### src/rtl/clk_div_mon_pkg.sv
`timescale 1ns / 1ps
`default_nettype none
// +--------------------------------------------------------------------------+
// | Module   : clk_div_mon_pkg                                               |
// | Purpose  : Shared types and constants for the divided-clock monitor.     |
// |            Holds the monitor FSM state encoding and the default number   |
// |            of consecutive good periods needed to declare lock.           |
// | Revision : 1.0 - initial release                                         |
// +--------------------------------------------------------------------------+
package clk_div_mon_pkg;

  // Monitor FSM states
  typedef enum logic [1:0] {
    SEEK   = 2'd0,  // waiting for the first rising edge of mon_clk
    MEAS   = 2'd1,  // measuring periods, not yet locked
    LOCKED = 2'd2   // LOCK_CNT consecutive good periods seen
  } mon_state_t;

  // Default number of consecutive good periods before lock is declared
  localparam int LOCK_CNT_DEFAULT = 4;

endpackage : clk_div_mon_pkg
`default_nettype wire

### src/rtl/clk_edge_det.sv
`timescale 1ns / 1ps
`default_nettype none
// +--------------------------------------------------------------------------+
// | Module   : clk_edge_det                                                  |
// | Purpose  : Single-register edge detector for a signal that is already    |
// |            synchronous to clk (no synchronizer stage).                   |
// | Ports    : clk   in  - reference clock, rising edge                      |
// |            rst_n in  - asynchronous active-low reset                     |
// |            sig   in  - signal to watch                                   |
// |            rise  out - high in the cycle where sig goes 0 -> 1           |
// |            fall  out - high in the cycle where sig goes 1 -> 0           |
// | Revision : 1.0 - initial release                                         |
// +--------------------------------------------------------------------------+
module clk_edge_det (
  input  logic clk,
  input  logic rst_n,
  input  logic sig,
  output logic rise,
  output logic fall
);

  logic r_prev;

  always_ff @(posedge clk or negedge rst_n) begin
    if (!rst_n) begin
      r_prev <= 1'b0;
    end else begin
      r_prev <= sig;
    end
  end

  // Previous value resets to 0, so a signal that is high when reset is
  // released reports a rise on the first clock.
  assign rise = sig & ~r_prev;
  assign fall = ~sig & r_prev;

endmodule : clk_edge_det
`default_nettype wire

### src/rtl/clk_div_monitor.sv
`timescale 1ns / 1ps
`default_nettype none
// +--------------------------------------------------------------------------+
// | Module   : clk_div_monitor                                               |
// | Purpose  : Health monitor for a divided clock generated synchronously    |
// |            from clk. Measures period and high time of mon_clk in clk     |
// |            cycles, checks them against DIV, reports lock and errors.     |
// | Params   : DIV      - expected divide ratio (>= 2)                       |
// |            LOCK_CNT - consecutive good periods needed for lock (>= 1)    |
// |            CNT_W    - counter / result width                             |
// | Ports    : clk        in  - reference clock                              |
// |            rst_n      in  - asynchronous active-low reset                |
// |            mon_clk    in  - divided clock under test                     |
// |            meas_valid out - 1-cycle pulse, new measurement available     |
// |            period     out - last measured period                         |
// |            high_time  out - last measured high time                      |
// |            locked     out - LOCK_CNT consecutive good periods seen       |
// |            err        out - 1-cycle pulse on bad period or timeout       |
// |            err_sticky out - set by any err, cleared by reset only        |
// | Macro    : CLK_DIV_MON_DUTY_CHECK_EN - when defined, a good period must  |
// |            also have high_time == DIV/2 (DIV/2+1 also for odd DIV).      |
// | Revision : 1.0 - initial release                                         |
// +--------------------------------------------------------------------------+
module clk_div_monitor
  import clk_div_mon_pkg::*;
#(
  parameter int DIV      = 6,
  parameter int LOCK_CNT = LOCK_CNT_DEFAULT,
  parameter int CNT_W    = $clog2(2*DIV+1)
) (
  input  logic             clk,
  input  logic             rst_n,
  input  logic             mon_clk,
  output logic             meas_valid,
  output logic [CNT_W-1:0] period,
  output logic [CNT_W-1:0] high_time,
  output logic             locked,
  output logic             err,
  output logic             err_sticky
);

  localparam int               c_GOOD_W  = $clog2(LOCK_CNT+1);
  localparam logic [CNT_W-1:0] c_DIV     = CNT_W'(DIV);
  localparam logic [CNT_W-1:0] c_TIMEOUT = CNT_W'(2*DIV);
`ifdef CLK_DIV_MON_DUTY_CHECK_EN
  localparam logic [CNT_W-1:0] c_HALF_LO = CNT_W'(DIV/2);
  localparam logic [CNT_W-1:0] c_HALF_HI = CNT_W'((DIV % 2 == 1) ? (DIV/2 + 1) : (DIV/2));
`endif
  localparam logic [c_GOOD_W-1:0] c_LOCK_M1 = c_GOOD_W'(LOCK_CNT-1);

  mon_state_t          r_state, w_state_nxt;
  logic [CNT_W-1:0]    r_cnt, w_cnt_nxt;
  logic [CNT_W-1:0]    r_hcnt, w_hcnt_nxt;
  logic [c_GOOD_W-1:0] r_good_cnt, w_good_nxt;
  logic [CNT_W-1:0]    r_period, w_period_nxt;
  logic [CNT_W-1:0]    r_high_time, w_high_nxt;
  logic                r_meas_valid, w_meas_valid_nxt;
  logic                r_err, w_err_nxt;
  logic                r_err_sticky;

  logic                w_rise;
  logic                w_fall_unused;  // falling edge is not needed here
  logic                w_good;

  clk_edge_det u_edge_det (
    .clk   (clk),
    .rst_n (rst_n),
    .sig   (mon_clk),
    .rise  (w_rise),
    .fall  (w_fall_unused)
  );

  // Quality of the period that ends at the current rise
`ifdef CLK_DIV_MON_DUTY_CHECK_EN
  assign w_good = (r_cnt == c_DIV) && ((r_hcnt == c_HALF_LO) || (r_hcnt == c_HALF_HI));
`else
  assign w_good = (r_cnt == c_DIV);
`endif

  // Next-state and datapath logic
  always_comb begin
    w_state_nxt      = r_state;
    w_cnt_nxt        = r_cnt;
    w_hcnt_nxt       = r_hcnt;
    w_good_nxt       = r_good_cnt;
    w_period_nxt     = r_period;
    w_high_nxt       = r_high_time;
    w_meas_valid_nxt = 1'b0;
    w_err_nxt        = 1'b0;

    case (r_state)
      SEEK: begin
        if (w_rise) begin
          w_cnt_nxt   = CNT_W'(1);
          w_hcnt_nxt  = CNT_W'(1);
          w_state_nxt = MEAS;
        end
      end

      MEAS, LOCKED: begin
        if (w_rise) begin
          // Rise takes priority over a timeout in the same cycle
          w_period_nxt     = r_cnt;
          w_high_nxt       = r_hcnt;
          w_meas_valid_nxt = 1'b1;
          w_cnt_nxt        = CNT_W'(1);
          w_hcnt_nxt       = CNT_W'(1);
          if (w_good) begin
            if (r_state == MEAS) begin
              w_good_nxt = r_good_cnt + 1'b1;
              if (r_good_cnt == c_LOCK_M1) begin
                w_state_nxt = LOCKED;
              end
            end
          end else begin
            w_err_nxt   = 1'b1;
            w_good_nxt  = '0;
            w_state_nxt = MEAS;
          end
        end else if (r_cnt == c_TIMEOUT) begin
          // mon_clk stopped: no measurement, restart edge search
          w_err_nxt   = 1'b1;
          w_good_nxt  = '0;
          w_cnt_nxt   = '0;
          w_hcnt_nxt  = '0;
          w_state_nxt = SEEK;
        end else begin
          // r_cnt < c_TIMEOUT here and r_hcnt <= r_cnt, so neither wraps
          w_cnt_nxt = r_cnt + 1'b1;
          if (mon_clk) begin
            w_hcnt_nxt = r_hcnt + 1'b1;
          end
        end
      end

      default: begin
        w_state_nxt = SEEK;
      end
    endcase
  end

  // State and datapath registers
  always_ff @(posedge clk or negedge rst_n) begin
    if (!rst_n) begin
      r_state      <= SEEK;
      r_cnt        <= '0;
      r_hcnt       <= '0;
      r_good_cnt   <= '0;
      r_period     <= '0;
      r_high_time  <= '0;
      r_meas_valid <= 1'b0;
      r_err        <= 1'b0;
      r_err_sticky <= 1'b0;
    end else begin
      r_state      <= w_state_nxt;
      r_cnt        <= w_cnt_nxt;
      r_hcnt       <= w_hcnt_nxt;
      r_good_cnt   <= w_good_nxt;
      r_period     <= w_period_nxt;
      r_high_time  <= w_high_nxt;
      r_meas_valid <= w_meas_valid_nxt;
      r_err        <= w_err_nxt;
      // Follows the registered err, so it rises one cycle after it
      r_err_sticky <= r_err_sticky | r_err;
    end
  end

  assign meas_valid = r_meas_valid;
  assign period     = r_period;
  assign high_time  = r_high_time;
  assign locked     = (r_state == LOCKED);
  assign err        = r_err;
  assign err_sticky = r_err_sticky;

endmodule : clk_div_monitor
`default_nettype wire

### config.mk
export PLATFORM = sky130hd
export DESIGN_NAME = clk_div_monitor
export DESIGN_NICKNAME = d
export VERILOG_FILES = /design/src/rtl/clk_div_mon_pkg.sv /design/src/rtl/clk_edge_det.sv /design/src/rtl/clk_div_monitor.sv
export SDC_FILE = /design/constraint.sdc
export NUM_CORES = 1
export LEC_CHECK = 0
export CORE_AREA = 2 2 53 50
export DETAILED_ROUTE_END_ITERATION = 8
export DIE_AREA = 0 0 55 52
export HOLD_SLACK_MARGIN = 0.15
export PLACE_DENSITY = 0.83
export SLEW_MARGIN = 20
export SYNTH_ARGS = -nofsm -noshare
export SYNTH_HDL_FRONTEND = slang
export SYNTH_SLANG_ARGS = --single-unit
### constraint.sdc
create_clock -name clk -period 3.09 [get_ports clk]
set_input_delay 0.309 -clock clk [delete_from_list [all_inputs] [get_ports clk]]
set_output_delay 0.309 -clock clk [all_outputs]
set_load 0.05 [all_outputs]
==> results_dict.tcl, run 1 <==
set metrics [dict create \
    status "finished clean" \
    setup-tns-final_ps 0 \
    grt_max_degree 26 \
    core_area_um2 2340 \
    synthesis.area_um2 1240 \
    fin_nets 144 \
    dr.pass1.iters 4 \
    overflow 0 \
    ys_ff_latch 25 \
    clock_latency_ps 340 \
    dp_hpwl_um 1780 \
    cts_root_buf "clkbuf_4" \
    cts.htree.levels 1 \
    grt_util_all_layers 0.205 \
    drt-total-wl_um 2360 \
    grt_pass1_wl_um 4120 \
    dieWidth_um 55 \
    max_freq_ghz 0.470 \
    yosysSeqAreaShare 0.503 \
    vias_per_cell 5.77 \
    start_util 0.532 \
    crit_path_start_kind "flop" \
    cts_hold_buf 0 \
    reg2reg_from "r_state[0]$_DFFE_PN0P_" \
    peakVddDrop_uv 540 \
    max_cap_violations 0 \
    io_pins 15 \
    die-area_um2 2860 \
    arrival_ps 1820 \
    worstSetupEndpointType "output pin" \
    required_ps 2780 \
    rsz0062_at_grt "false" \
    place.gp.congestion 0.904 \
    finalCriticalPeriod_ps 2130 \
    slew_headroom 0.608 \
    tightest_slew_ps 584 \
    setup.worst_path.start "r_state[0]$_DFFE_PN0P_" \
    crit_type "reg2out" \
    clkTransAtPathRegs_ps 150 \
    drc_errors 0 \
    final_cell_mix "dfrtp_1 (25), clkdlybuf4s50_1 (14), ha_1 (10), inv_1 (9), o21ai_0 (9)" \
    insertedDiodeCount 0 \
    fin_crit_sh 0.688 \
    synthCells 114 \
    clk_path_buf_depth 2 \
    die_height_um 52 \
    cpPeakStageDelay_ps 790 \
    ys_types 34 \
    cts_setup_buffers 0 \
    synth_area_per_cell_um2 10.9 \
    numCtsBuffers 3 \
    postSynthNetCount 127 \
    postCtsResizedCells 0 \
    antenna_found_initial 0 \
    drt.antenna.violating_nets 0 \
    wire_per_inst_um 14.9 \
    setup_violations 0 \
    num_rows 17 \
    hold_ws_ps 311 \
    yosysWarnings 0 \
    numPortBuffers 14 \
    area_growth_pct 15.3 \
    skew_ps 24.1 \
    min_path_type "in2async" \
    critPathMaxFanout 4 \
    maxSlewViolCount 0 \
    grt_pass1_vias 877 \
    slowest_stage "clkdlybuf4s50_1" \
    hold_viol 0 \
    layout-drive-gt1-share 0.123 \
    vias 911 \
    drtIter0Drc 16 \
    layout_commonest_cell "dfrtp_1" \
    cts_tree "done" \
    p_per_area_nw_per_um2 791 \
    leakage_nw 0.665 \
    clock-sinks 25 \
    worstPathCellList "inv_1 -> ha_1 -> clkdlybuf4s50_1" \
]
[per-layer routing]
layer  track usage  wire, µm
met1         0.252      1010
met2         0.333      1190
met3        0.0632       120
met4        0.0732        39
met5             0         0
[cells in the mapped netlist, drive strengths merged]
cell	number	area [µm²]
o21a	1	7.51
nand2b	1	8.76
or4	3	22.5
o31ai	3	22.5
a32o	1	10.0
a22o	2	17.5
nor3	2	10.0
a21o	1	7.51
dfrtp	25	626
o21ai	13	65.1
a21oi	5	25.0
o211ai	2	15.0
buf	2	16.3
nand3	3	15.0
nand3b	1	7.51
and3	1	6.26
ha	10	125
mux2	7	78.8
inv	10	37.5
nor2	2	7.51
a31oi	2	12.5
or3	1	11.3
clkbuf	1	3.75
nor2b	1	6.26
nand4	2	12.5
and3b	1	8.76
o2bb2ai	1	8.76
and2	2	12.5
nand2	6	22.5
or2	1	6.26
and2b	1	7.51
[state kept, by name, summed over array words and instances, names as in the netlist]
signal and flops:
r_hcnt 4, err 1, period 4, meas_valid 1, r_good_cnt 3, high_time 4
r_state 2, r_cnt 4, u_edge_det.r_prev 1, err_sticky 1
[report_power, final]
| group | internal (mW) | switching (mW) | leakage [nW] | total [mW] |
|---|---|---|---|---|
| clock | 0.0487 | 0.101 | 0.0177 | 0.149 |
| sequential | 0.403 | 0.0644 | 0.324 | 0.468 |
| combinational | 0.186 | 0.331 | 0.323 | 0.517 |
[final timing paths]
kind                                             endpoint  slack (ps)  depth (start not counted)
worst max-delay path                               locked         960                          3
worst min-delay path             high_time[1]$_DFFE_PN0P_         310                          2
worst max register to register     r_state[0]$_DFFE_PN0P_        1000                          6
worst min register to register       err_sticky$_DFF_PN0_         480                          1
max in group asynchronous       r_good_cnt[1]$_DFFE_PN0P_        2510                          2
min in group clk                     err_sticky$_DFF_PN0_         480                          1
[area by class of cell]
type | instances | area, µm²
clock inverter | 1 | 5.00
fill | 191 | 906
clock buffer | 3 | 22.5
multi-input combinational | 76 | 561
sequential | 25 | 626
inverter | 10 | 37.5
tap | 28 | 35.0
timing repair buffer | 15 | 148
[kinds of logic (layout without fill, tap and decap cells)]
| logic type | Yosys count | in the layout | synth area share |
|---|---|---|---|
| AND/OR/NAND/NOR | 28 | 28 | 0.133 |
| flip-flops | 25 | 25 | 0.503 |
| multiplexers | 7 | 7 | 0.0634 |
| adder cells (fa/ha/maj) | 10 | 10 | 0.101 |
| AO/OA/AOI/OAI | 31 | 31 | 0.154 |
| buffers and inverters | 13 | 29 | 0.0463 |
[metrics by stage]
| stage | std cells | total power [mW] | util | setup WS [ps] | area [µm²] |
|---|---|---|---|---|---|
| floorplan | 114 | 0.829 | - | 1230 | 1240 |
| global placement | 154 | 0.967 | 0.601 | 1030 | 1410 |
| detailed placement | 154 | 0.990 | 0.601 | 970 | 1410 |
| CTS | 158 | 1.14 | 0.613 | 952 | 1430 |
| global route | 158 | 1.21 | 0.613 | 777 | 1430 |
| finish | 158 | 1.13 | 0.613 | 964 | 1430 |
[critical path, delay by kind of cell (launching register included)]
family                   cells  cell delay [ps]
buffers and inverters        2              890
adder cells (fa/ha/maj)      1              140
flip-flops                   1              450
Power figures use the tool's default switching activity.
==> run 2: changes to the inputs <==
- CORE_AREA: 2 2 53 50 -> 2 2 57 54
- DIE_AREA: 0 0 55 52 -> 0 0 59 56
- PLACE_DENSITY: 0.83 -> 0.76
- clock period: 3.09 -> 1.7 ns (I/O delays scaled with it)
==> run 2 against run 1 <==
  * The run now ends with setup timing left
  * Final cell count up 17%
  * Clock-buffer cell count unchanged
  * Register-to-register slack got worse by 1000 ps
  * Sequential cell count did not move
  * Largest cell class unchanged
==> results_dict.tcl, run 2 (synthesis results as in run 1) <==
set metrics [dict create \
    layout-drive-gt1-share 0.323 \
    use_met3 0.0209 \
    num_rows 18 \
    required_ps 1970 \
    p_int_mw 1.37 \
    grt_max_degree 26 \
    crit_type "reg2reg" \
    setup_violations 1 \
    switching_share 0.413 \
    multi_input_area_um2 586 \
    reg2reg_from "r_state[1]$_DFFE_PN0P_" \
    cts_hold_buf 0 \
    clock_latency_ps 330 \
    vias_per_cell 5.63 \
    antenna_found_initial 0 \
    leakage_nw 0.897 \
    power.switching_uw 962 \
    vias 1041 \
    start_util 0.468 \
    seqPwrFrac 0.355 \
    p_per_area_nw_per_um2 1390 \
    dr.pass1.iters 4 \
    rsz0062_at_grt "true" \
    final_cells 185 \
    final_util 0.632 \
    max_freq_ghz 0.588 \
    peakVddDrop_uv 765 \
    crit_path_end "r_cnt[3]$_DFFE_PN0P_" \
    numCtsBuffers 3 \
    rrSetupSlack_ps -2 \
    worstSetupEndpointType "flop" \
    clock-sinks 25 \
    dp_cells 175 \
    setup.worst_path.start "r_state[1]$_DFFE_PN0P_" \
    cts.htree.levels 1 \
    place.gp.congestion 0.859 \
    critPathMaxFanout 4 \
    status "complete, but fails checks" \
    skew_ps 5.21 \
    grt_pass1_vias 993 \
    tightest_slew_ps 509 \
    cts_tree "done" \
    top_usage_layer "met2" \
    seqCellArea_um2 626 \
    clockPowerShare 0.119 \
    drt.antenna.violating_nets 0 \
    clkTransAtPathRegs_ps 140 \
    fin_crit_sh 1.00 \
    r2r_cells 6 \
    grt_use_met2 0.283 \
    numPortBuffers 14 \
    grt_util_met1 0.197 \
    p_comb_frac 0.526 \
    final_cell_mix "buf_4 (26), dfrtp_1 (25), o21ai_0 (9), ha_1 (8)" \
    maxSlewViolCount 0 \
    drc_errors 0 \
    area_growth_pct 35.0 \
    r2r-end "r_cnt[3]$_DFFE_PN0P_" \
    clk_path_buf_depth 2 \
    dieWidth_um 59 \
    violations "setup timing" \
    die_height_um 56 \
    max_cap_violations 0 \
    fill_cells 215 \
    grt_util_all_layers 0.163 \
    wire_per_inst_um 13.8 \
    slew_headroom 0.660 \
    insertedDiodeCount 0 \
    drtIter0Drc 26 \
    arrival_ps 1970 \
    min_path_type "in2async" \
    overflow 0 \
    finalCriticalPeriod_ps 1700 \
    grt_pass1_wl_um 4170 \
    worst_slack_ps -1.83 \
    drt-total-wl_um 2550 \
    fin_total_pwr_mw 2.33 \
    die-area_um2 3300 \
    io_pins 15 \
    layout_commonest_cell "buf_4" \
    dp_hpwl_um 1900 \
    crit_path_start_kind "flop" \
    core_area_um2 2660 \
    hold_viol 0 \
    fin_nets 169 \
    cts_root_buf "clkbuf_4" \
]
[run 2: cell types whose count changed in the layout (fill, tap and decap cells not counted), sizes merged]
cell | before | now
clkdlybuf4s50 | 14 | 6
dlymetal6s2s | 0 | 7
buf | 1 | 27
[run 2: stage by stage]
stage | worst slack (ps) | hold slack, ps | TNS (ps) | area (µm²)
2_1_floorplan | -65.7 | -126 | -65.7 | 1260
3_3_place_gp | -27.4 | 449 | -50.4 | 1580
3_5_place_dp | -99.4 | 452 | -193 | 1580
4_1_cts | 0.870 | 182 | 0 | 1620
5_1_grt | -41.9 | 222 | -132 | 1680
6_report | -1.83 | 171 | -1.83 | 1680
[run 2: power by group through the flow]
stage | clock network (mW) | logic, mW | registers, mW
after floorplan | 0 | 0.462 | 1.08
after global placement | 0 | 1.14 | 0.831
after detailed placement | 0 | 1.18 | 0.842
after CTS | 0.281 | 1.19 | 0.830
after global routing | 0.293 | 1.33 | 0.847
final | 0.278 | 1.23 | 0.827
[run 2: worst min path at each step]
| stage | slack (ps) | startpoint | endpoint |
|---|---|---|---|
| 3_3_place_gp | 450 | err$_DFF_PN0_ | err_sticky$_DFF_PN0_ |
| 5_1_grt | 220 | rst_n | meas_valid$_DFF_PN0_ |
| 2_1_floorplan | -130 | rst_n | err$_DFF_PN0_ |
| 3_5_place_dp | 450 | err$_DFF_PN0_ | err_sticky$_DFF_PN0_ |
| 6_report | 170 | rst_n | meas_valid$_DFF_PN0_ |
| 4_1_cts | 180 | rst_n | period[3]$_DFFE_PN0P_ |
[run 2: critical path, stage by stage (launching register included)]
cell and delay, ps:
dfrtp_1 430, inv_2 80, ha_4 300, inv_4 50, or3_4 320, or4_1 390, o21ai_1 80
[run 2: layout make-up]
cell class,instances,area share
clock inverter,1,0.00298
clock buffer,3,0.0134
multi-input combinational,76,0.349
sequential,25,0.373
inverter,10,0.0238
tap,30,0.0224
timing repair buffer,40,0.216
[run 2: timing repair]
action | 4_1_cts | 5_1_grt
endpoints found under the setup margin | 4 | 13
pin swaps | 0 | 1
resized for setup | 3 | 8
buffers inserted | 1 | 5
[run 2: per-layer routing]
| metal | share of wire | wire [µm] | vias to the layer above |
|---|---|---|---|
| met1 | 0.43 | 1090 | 510 |
| li1 | - | - | 496 |
| met4 | 0.023 | 59 | 0 |
| met2 | 0.51 | 1310 | 26 |
| met5 | 0 | 0 | - |
| met3 | 0.033 | 85 | 9 |
==> run 3: changes to the inputs <==
- CORE_AREA: 2 2 57 54 -> 2 2 54 56
- DIE_AREA: 0 0 59 56 -> 0 0 56 58
- PLACE_DENSITY: 0.76 -> 0.77
==> run 3 against run 2 <==
  * The flow now finishes without violations
  * Die area is 1.7% lower
  * Via count is 2.7% lower
  * Sequential share of layout area is 0.28 points lower
  * Maximum frequency is 0.36% higher
  * Wire length is 6.1% higher
  * Clock-buffer cell count is 1 higher
  * Global-route usage is 1.6 points higher
  * Final cell count is 0.54% lower
  * Setup slack better by 6.1 ps
  * Sequential cell count stayed put
  * Combinational power hardly changed
  * Design area is 0.75% higher
  * Critical path type unchanged
  * Largest cell class unchanged
==> results_dict.tcl, run 3 (synthesis results as in run 1) <==
set metrics [dict create \
    finalCriticalPeriod_ps 1700 \
    grt_pass1_vias 993 \
    p_per_area_nw_per_um2 1380 \
    arrival_ps 1950 \
    area_growth_pct 36.0 \
    cts_root_buf "clkbuf_4" \
    io_pins 15 \
    insertedDiodeCount 0 \
    leakage_nw 0.905 \
    drtIter0Drc 13 \
    post-route-cell-area_um2 1690 \
    multi_input_area_um2 599 \
    grt_util_all_layers 0.179 \
    vias_per_cell 5.51 \
    final_cell_mix "dfrtp_1 (25), buf_4 (21), dlymetal6s2s_1 (9)" \
    peakVddDrop_uv 952 \
    worstSetupEndpointType "flop" \
    tightest_slew_ps 515 \
    fin_crit_sh 0.998 \
    crit_path_start_kind "flop" \
    drc_errors 0 \
    rsz0062_at_grt "true" \
    setup_violations 0 \
    antenna_found_initial 0 \
    cts_tree "done" \
    crit_type "reg2reg" \
    hold_viol 0 \
    slew_headroom 0.656 \
    critPathMaxFanout 6 \
    clock_latency_ps 320 \
    die-area_um2 3250 \
    place.gp.congestion 0.860 \
    placed_area_um2 1570 \
    dr.pass1.iters 4 \
    layout_commonest_cell "dfrtp_1" \
    cts_hold_buf 0 \
    numCtsBuffers 3 \
    maxSlewViolCount 0 \
    vias 1013 \
    dp_hpwl_um 1900 \
    core_area_um2 2660 \
    worst_slack_ps 4.23 \
    clock-sinks 25 \
    clk_path_buf_depth 2 \
    num_rows 19 \
    cts.htree.levels 1 \
    seqCellArea_um2 626 \
    drt.antenna.violating_nets 0 \
    die_height_um 58 \
    start_util 0.467 \
    skew_ps 11.4 \
    layout-drive-gt1-share 0.333 \
    max_cap_violations 0 \
    grt_max_degree 26 \
    grt_pass1_wl_um 4440 \
    min_path_type "in2async" \
    fin_nets 167 \
    max_freq_ghz 0.590 \
    clkTransAtPathRegs_ps 140 \
    drt-total-wl_um 2700 \
    wire_per_inst_um 14.7 \
    dp_slack_ps -49.0 \
    required_ps 1950 \
    fill_cells 205 \
    status "finished clean" \
    hold_ws_ps 184 \
    dieWidth_um 56 \
    numPortBuffers 14 \
    overflow 0 \
]
## run 3: cell types whose count changed in the layout (fill, tap and decap cells not counted), sizes merged
cell           before  now
clkinv              1    0
clkbuf              3    4
buf                27   25
dlymetal6s2s        7    9
clkdlybuf4s50       6    4
## run 3: what timing repair did
action | 4_1_cts | 5_1_grt
endpoints found under the hold margin | 0 | 0
pin swaps | 2 | 4
resized for setup | 1 | 20
buffers inserted | 3 | 3
setup endpoints to repair | 10 | 22
## run 3: final timing paths
| path | start | to | slack [ps] | cells past startpoint |
|---|---|---|---|---|
| max in group asynchronous | rst_n | r_hcnt[0]$_DFFE_PN0P_ | 1270 | 2 |
| setup reg to reg | r_cnt[0]$_DFFE_PN0P_ | r_cnt[3]$_DFFE_PN0P_ | 4 | 6 |
| setup / recovery | r_cnt[0]$_DFFE_PN0P_ | r_cnt[3]$_DFFE_PN0P_ | 4 | 6 |
| min in group clk | mon_clk | u_edge_det.r_prev$_DFF_PN0_ | 380 | 1 |
| hold / removal | rst_n | r_state[1]$_DFFE_PN0P_ | 180 | 2 |
| hold reg to reg | err$_DFF_PN0_ | err_sticky$_DFF_PN0_ | 480 | 1 |
## run 3: through the flow
stage	instances	util	power, mW	setup TNS [ps]
after CTS	181	0.607	2.29	-6.31
after floorplan	114	-	1.54	-65.7
after global routing	184	0.635	2.49	-100
final	184	0.635	2.34	0
after global placement	174	0.589	1.94	-20.1
after detailed placement	174	0.589	1.98	-171
## run 3: critical path: stages, from the launching register on
cell	delay (ps)
dfrtp_1	380
inv_2	50
ha_2	170
and3_4	170
or3_4	380
or4_1	390
o21ai_1	80
## run 3: cell type report
class	instances	area share
multi-input cells	76	0.354
inverters	10	0.0222
clock buffers	4	0.0155
well taps	31	0.0229
repair buffers	38	0.215
flip-flops and latches	25	0.370
## run 3: report_power, final
part / internal, mW / leakage (nW) / switching [mW]
clock network: 0.0919 / 0.0150 / 0.174
logic: 0.548 / 0.566 / 0.692
registers: 0.733 / 0.324 / 0.101
total: 1.37 / 0.905 / 0.967
## run 3: metal layers
layer	up-vias	share of wire	track usage
met3	4	0.024	0.0379
met1	508	0.44	0.225
met5	-	0	0
li1	489	-	-
met4	0	0.017	0.0782
met2	12	0.52	0.299
